<file path="config.mk">
export PLATFORM = sky130hd
export DESIGN_NAME = mmult_hw_sdiv_16s_8s_16_seq
export DESIGN_NICKNAME = d
export VERILOG_FILES = /design/src/rtl/mmult_hw_sdiv_16s_8s_16_seq.sv
export SDC_FILE = /design/constraint.sdc
export NUM_CORES = 1
export LEC_CHECK = 0
export CAP_MARGIN = 20
export CORE_UTILIZATION = 60
export DETAILED_ROUTE_END_ITERATION = 12
export GPL_TIMING_DRIVEN = 0
export PLACE_DENSITY = 0.94
export SLEW_MARGIN = 25
export SYNTH_ARGS = -nofsm -noshare
export SYNTH_HDL_FRONTEND = slang
export SYNTH_SLANG_ARGS = --single-unit
</file>
<file path="constraint.sdc">
create_clock -name clk -period 5.36 [get_ports clk]
set_clock_uncertainty 0.05 [all_clocks]
set_input_delay 1.072 -clock clk [delete_from_list [all_inputs] [get_ports clk]]
set_output_delay 1.072 -clock clk [all_outputs]
set_load 0.005 [all_outputs]
</file>
<file path="src/rtl/mmult_hw_sdiv_16s_8s_16_seq.sv">
// ---------------------------------------------------------------------------
// mmult_hw_sdiv_16s_8s_16_seq
//
// Iterative signed divider: 16-bit signed dividend / 8-bit signed divisor ->
// 16-bit quotient + 8-bit remainder. Companion to the 16s x 8s multiplier
// core. It rescales accumulated products back into the operand domain.
// Latency is fixed (done is high 18 ce-enabled cycles after the cycle with an
// accepted start), and every register is ce-gated so a scheduler can treat
// it like the multiplier pipelines.
//
// Semantics: C-style truncation toward zero. The remainder carries the sign
// of the dividend. Divide-by-zero saturates the quotient, returns dividend[7:0]
// as the remainder and raises div_by_zero.
//
// Ports
//   clk          rising-edge clock
//   reset        asynchronous, active-high reset
//   ce           clock enable; when low, all state and outputs freeze
//   start        request; taken when ce=1 and ready=1
//   dividend     signed dividend, captured on accept
//   divisor      signed divisor, captured on accept
//   ready        high in IDLE and DONE (a new start may be accepted)
//   done         result-valid pulse (stretched while ce is low)
//   quotient     signed quotient, held until the next done
//   remainder    signed remainder, held until the next done
//   div_by_zero  divisor was zero for the held result
// ---------------------------------------------------------------------------
module mmult_hw_sdiv_16s_8s_16_seq #(
    parameter logic [31:0] ID         = 32'd1,
    parameter int          DIVIDEND_W = 16,
    parameter int          DIVISOR_W  = 8
) (
    input  logic                  clk,
    input  logic                  reset,
    input  logic                  ce,
    input  logic                  start,
    input  logic [DIVIDEND_W-1:0] dividend,
    input  logic [DIVISOR_W-1:0]  divisor,
    output logic                  ready,
    output logic                  done,
    output logic [DIVIDEND_W-1:0] quotient,
    output logic [DIVISOR_W-1:0]  remainder,
    output logic                  div_by_zero
);

    // The instance identifier has no functional effect.
    localparam logic [31:0] UNUSED_ID = ID;

    typedef enum logic [1:0] {IDLE, CALC, FIX, DONE} state_t;

    state_t      state_q;
    logic [3:0]  cnt_q;        // CALC iteration 0..15
    logic [16:0] rem_q;        // unsigned partial remainder
    logic [15:0] quo_q;        // dividend magnitude shifting out, quotient shifting in
    logic [8:0]  dvs_q;        // divisor magnitude; 9 bits so that |-128| fits
    logic        qneg_q;       // quotient is negative
    logic        rneg_q;       // remainder is negative (dividend sign)
    logic        dbz_q;        // divisor was zero
    logic [7:0]  dvd_lo_q;     // raw dividend[7:0], the divide-by-zero remainder

    logic        ready_q;
    logic        done_q;
    logic [15:0] quotient_q;
    logic [7:0]  remainder_q;
    logic        dbz_out_q;

    // Operand magnitudes. -32768 maps to 16'h8000, which is correct as unsigned.
    logic [15:0] dvd_mag_d;
    logic [8:0]  dvs_mag_d;

    // One restoring radix-2 step.
    logic [16:0] rem_sh_d;
    logic [16:0] rem_sub_d;
    logic        ge_d;
    logic [16:0] step_rem_d;
    logic [15:0] step_quo_d;

    // Sign fix-up and divide-by-zero override.
    logic [15:0] q_fix_d;
    logic [7:0]  r_fix_d;

    // The remainder never exceeds 127, so the top bit only carries the spare
    // headroom of the 17-bit subtractor.
    logic        unused_rem_msb;
    assign unused_rem_msb = rem_q[16];

    always_comb begin
        dvd_mag_d  = dividend[15] ? (~dividend + 16'd1) : dividend;
        dvs_mag_d  = divisor[7] ? (~{1'b1, divisor} + 9'd1) : {1'b0, divisor};

        rem_sh_d   = {rem_q[15:0], quo_q[15]};
        rem_sub_d  = rem_sh_d - {8'd0, dvs_q};
        ge_d       = (rem_sh_d >= {8'd0, dvs_q});
        step_rem_d = ge_d ? rem_sub_d : rem_sh_d;
        step_quo_d = {quo_q[14:0], ge_d};

        if (dbz_q) begin
            q_fix_d = rneg_q ? 16'h8000 : 16'h7FFF;
            r_fix_d = dvd_lo_q;
        end else begin
            q_fix_d = qneg_q ? (~quo_q + 16'd1) : quo_q;
            r_fix_d = rneg_q ? (~rem_q[7:0] + 8'd1) : rem_q[7:0];
        end
    end

    always_ff @(posedge clk or posedge reset) begin
        if (reset) begin
            state_q     <= IDLE;
            cnt_q       <= '0;
            rem_q       <= '0;
            quo_q       <= '0;
            dvs_q       <= '0;
            qneg_q      <= 1'b0;
            rneg_q      <= 1'b0;
            dbz_q       <= 1'b0;
            dvd_lo_q    <= '0;
            ready_q     <= 1'b1;
            done_q      <= 1'b0;
            quotient_q  <= '0;
            remainder_q <= '0;
            dbz_out_q   <= 1'b0;
        end else if (ce) begin
            case (state_q)
                // ready is always high here, so start alone means accept.
                IDLE, DONE: begin
                    done_q <= 1'b0;
                    if (start) begin
                        state_q  <= CALC;
                        cnt_q    <= '0;
                        rem_q    <= '0;
                        quo_q    <= dvd_mag_d;
                        dvs_q    <= dvs_mag_d;
                        qneg_q   <= dividend[15] ^ divisor[7];
                        rneg_q   <= dividend[15];
                        dbz_q    <= (divisor == 8'd0);
                        dvd_lo_q <= dividend[7:0];
                        ready_q  <= 1'b0;
                    end else begin
                        state_q  <= IDLE;
                        ready_q  <= 1'b1;
                    end
                end
                // Steps still run on a zero divisor; FIX overrides the result.
                CALC: begin
                    rem_q <= step_rem_d;
                    quo_q <= step_quo_d;
                    cnt_q <= cnt_q + 4'd1;
                    if (cnt_q == 4'd15) state_q <= FIX;
                end
                FIX: begin
                    quotient_q  <= q_fix_d;
                    remainder_q <= r_fix_d;
                    dbz_out_q   <= dbz_q;
                    done_q      <= 1'b1;
                    ready_q     <= 1'b1;
                    state_q     <= DONE;
                end
                default: state_q <= IDLE;
            endcase
        end
    end

    assign ready       = ready_q;
    assign done        = done_q;
    assign quotient    = quotient_q;
    assign remainder   = remainder_q;
    assign div_by_zero = dbz_out_q;

endmodule

</file>
==> summary.txt <==
Timing
  – Final Cycle Share: 0.609
  – # setup viols final: 0
  – Final Max Slew Viols: 0
  – PnR worst setup slack: 2.09 ns
  – Final hold violation count: 0
  – Hold slack: 0.439 ns
  – Post-layout minimum cycle time: 3.27 ns
  – Setup TNS: 0 ns
  – Worst-Margin Slew: 0.704 ns
  – Fmax: 306 MHz
  – RSZ-0062 raised after global routing: false
  – Slew margin rel.: 0.531

Clock network
  – Post-CTS Setup Inserts: 0
  – Post-cts resize count: 0
  – CTS H-Tree Depth: 3
  – CTS Buffer Depth: 2
  – Clock sink total: 85
  – Hold_buf cts: 0
  – Clk Latency, worst-skew pair: 0.37 ns
  – TritonCTS Buffers: 9
  – Worst-path clk slew: 0.09 ns
  – CTS tree: built
  – CTS root buf: clkbuf_8

Route
  – Routed vias/inst: 6.30
  – Detailed-route wire length: 13,800 um
  – Avg WL per Cell: 18.1 um
  – Post-route DRC: 0
  – Via Count: 4,794
  – Initial DRC count: 427
  – Routed Antenna Nets: 0
  – First-pass DRT Iterations: 9

Logic synthesis
  – Flops & latches, synth: 85
  – Distinct cells, synth: 53
  – Syn_nets: 632
  – Mapped Area: 5140 um2
  – Sequential share of the synthesized area: 0.414
  – Ys Warns: 0
  – Predominant post-synthesis flop cell: dfrtp_1
  – Post-synth EDFFs: 0
  – Post-Syn Instances: 587
  – Async SR Flop Fraction: 1.00
  – Avg Inst Size Synth: 8.75 um2

Cells and area
  – Fillcell total: 581
  – Fin nets: 696
  – Register area: 2130 um2
  – Most frequent cells in the layout: nand2_1, o21ai_0, dfrtp_1
  – # diodes: 0
  – Layout cells sized above 1: 0.0640
  – Multi-input gate area: 2800 um2
  – Area growth from synthesis to layout: 16.8%
  – Most common cell after layout, fill and taps aside: nand2_1
  – Post-layout util: 0.727

Power and ir drop
  – Power Density: 649 nW/um2
  – Flop pwr share: 0.300
  – Leakage: 2.61 nW
  – Power Internal: 2.07 mW
  – VDD IR max: 0.000427 V
  – Clock share of power: 0.114
  – P_sw: 1.82 mW
  – Combinational share of power: 0.586
  – Switching share of total power: 0.468

Setup path
  – Reg-to-reg slack, setup: 2.45 ns
  – Worst-path maximum fanout: 4
  – Worst EP required: 5.60 ns
  – Crit-path max cell delay: 0.49 ns
  – Instance count on the critical path: 9
  – CP Buf/Inv Count: 2
  – Arr. time, crit path: 3.51 ns
  – Crit end category: register
  – Crit Path Class: input pin to register
  – Critical path destination: quo_q[12]
  – Cell family with most CP delay: simple AND/OR/NAND/NOR gates
  – CP max stage cell: or3b_2
  – R2R cell count: 7
  – Startpoint Class: input pin
  – CP cell instances: clkdlybuf4s50_1, inv_1, ha_1, or3b_2, or4_4, o31ai_1, xnor2_1, mux2i_1, o21ai_0
  – Critical Path Start: dividend[0]
  – RR Endpoint: rem_q[7]
  – FF-to-FF Start: rem_q[1]

Placed design
  – Final HPWL DP: 10,000 um
  – IO buf count: 52
  – Gpl congestion: 0.921
  – Place WS: 1.72 ns

Global route
  – Largest net degree at the start of global routing: 51
  – Antenna violations before repair: 0
  – First-pass GRT wire length: 21,700 um
  – Total grt overflow: 0
  – Vias in the first global route: 4,547
  – Total track usage: 0.318

Hold path
  – Worst Hold Class: register to register

Die
  – Core area: 8260 um2
  – Initial core utilization: 0.622
  – Die width: 94.5 um
  – I/O pin count: 55
  – Die Y: 94.5 um
  – Row Count: 33
  – Die Area: 8940 um2

Job
  – Max_cap viols: 0

Status
  – Status: finished clean
-- layout make-up --
cell class                      instances  area share
Clock inverter                          7     0.00959
Inverter                               26      0.0167
Timing Repair Buffer                   53      0.0913
Clock buffer                            9      0.0206
Tap cell                              105      0.0219
Multi-Input combinational cell        447       0.467
Buffer                                 29      0.0183
Sequential cell                        85       0.355
-- cells by family after synthesis --
logic type / Yosys count / synth area share
AO/OA/AOI/OAI: 167 / 0.196
XOR/XNOR: 47 / 0.0801
adder cells (fa/ha/maj): 17 / 0.0429
buffers and inverters: 55 / 0.0404
flip-flops: 85 / 0.414
multiplexers: 25 / 0.0507
AND/OR/NAND/NOR: 191 / 0.176
-- stage by stage --
stage | power, mW | std cells | area [um2]
final | 3.90 | 761 | 6000
after global routing | 4.17 | 761 | 6000
after CTS | 3.84 | 761 | 6000
after detailed placement | 3.38 | 745 | 5820
after global placement | 3.26 | 744 | 5790
after floorplan | 2.71 | 587 | 5140
-- power by group through the flow --
stage	logic (mW)	registers [mW]	clock network, mW
floorplan	1.62	1.10	0
global placement	2.12	1.14	0
detailed placement	2.22	1.16	0
CTS	2.24	1.15	0.439
global route	2.51	1.20	0.463
finish	2.28	1.17	0.444
-- synthesized netlist by cell type, drive strengths merged (13+ instances only) --
| cell | instances | area, um2 |
|---|---|---|
| a21oi | 29 | 145 |
| clkbuf | 27 | 101 |
| dfrtp | 84 | 2100 |
| ha | 16 | 200 |
| inv | 26 | 97.6 |
| mux2i | 17 | 170 |
| nand2 | 94 | 353 |
| nand3 | 15 | 80.1 |
| nor2 | 30 | 113 |
| o21ai | 91 | 455 |
| o31ai | 13 | 103 |
| xnor2 | 27 | 236 |
| xor2 | 20 | 175 |
-- flip-flops by register name, summed over array words and instances (netlist names) --
signal	flops
quo_q	16
quotient	16
rem_q	16
dvs_q	9
dvd_lo_q	8
remainder	8
cnt_q	4
state_q	2
dbz_q	1
div_by_zero	1
done	1
qneg_q	1
ready	1
rneg_q	1
-- worst reg2reg max path, cell delays in order, from the launching register on --
cell and delay, ns:
dfrtp_1 0.46, ha_1 0.41, o211ai_1 0.23, a21oi_1 0.11
o21ai_0 0.55, nand3_2 0.36, buf_2 0.30, o311ai_0 0.32
-- how the worst min path moves through the flow --
| stage | from | end | slack (ns) | cells after the start |
|---|---|---|---|---|
| after global routing | remainder[6] | remainder[6] | 0.46 | 2 |
| final | dvs_q[4] | dvs_q[4] | 0.44 | 2 |
| after CTS | dvs_q[3] | dvs_q[3] | 0.44 | 2 |
| after global placement | quotient[0] | quotient[0] | 0.41 | 2 |
| after detailed placement | quotient[1] | quotient[1] | 0.42 | 2 |
| after floorplan | dvd_lo_q[0] | dvd_lo_q[0] | 0.40 | 2 |
-- routing by layer --
metal,vias up,GRT usage,share of wire
li1,2189,-,-
met1,2260,0.420,0.41
met2,295,0.519,0.47
met3,50,0.0523,0.088
met4,0,0.134,0.026
met5,-,0,0
No activity file was read; power rests on OpenSTA's default activity.
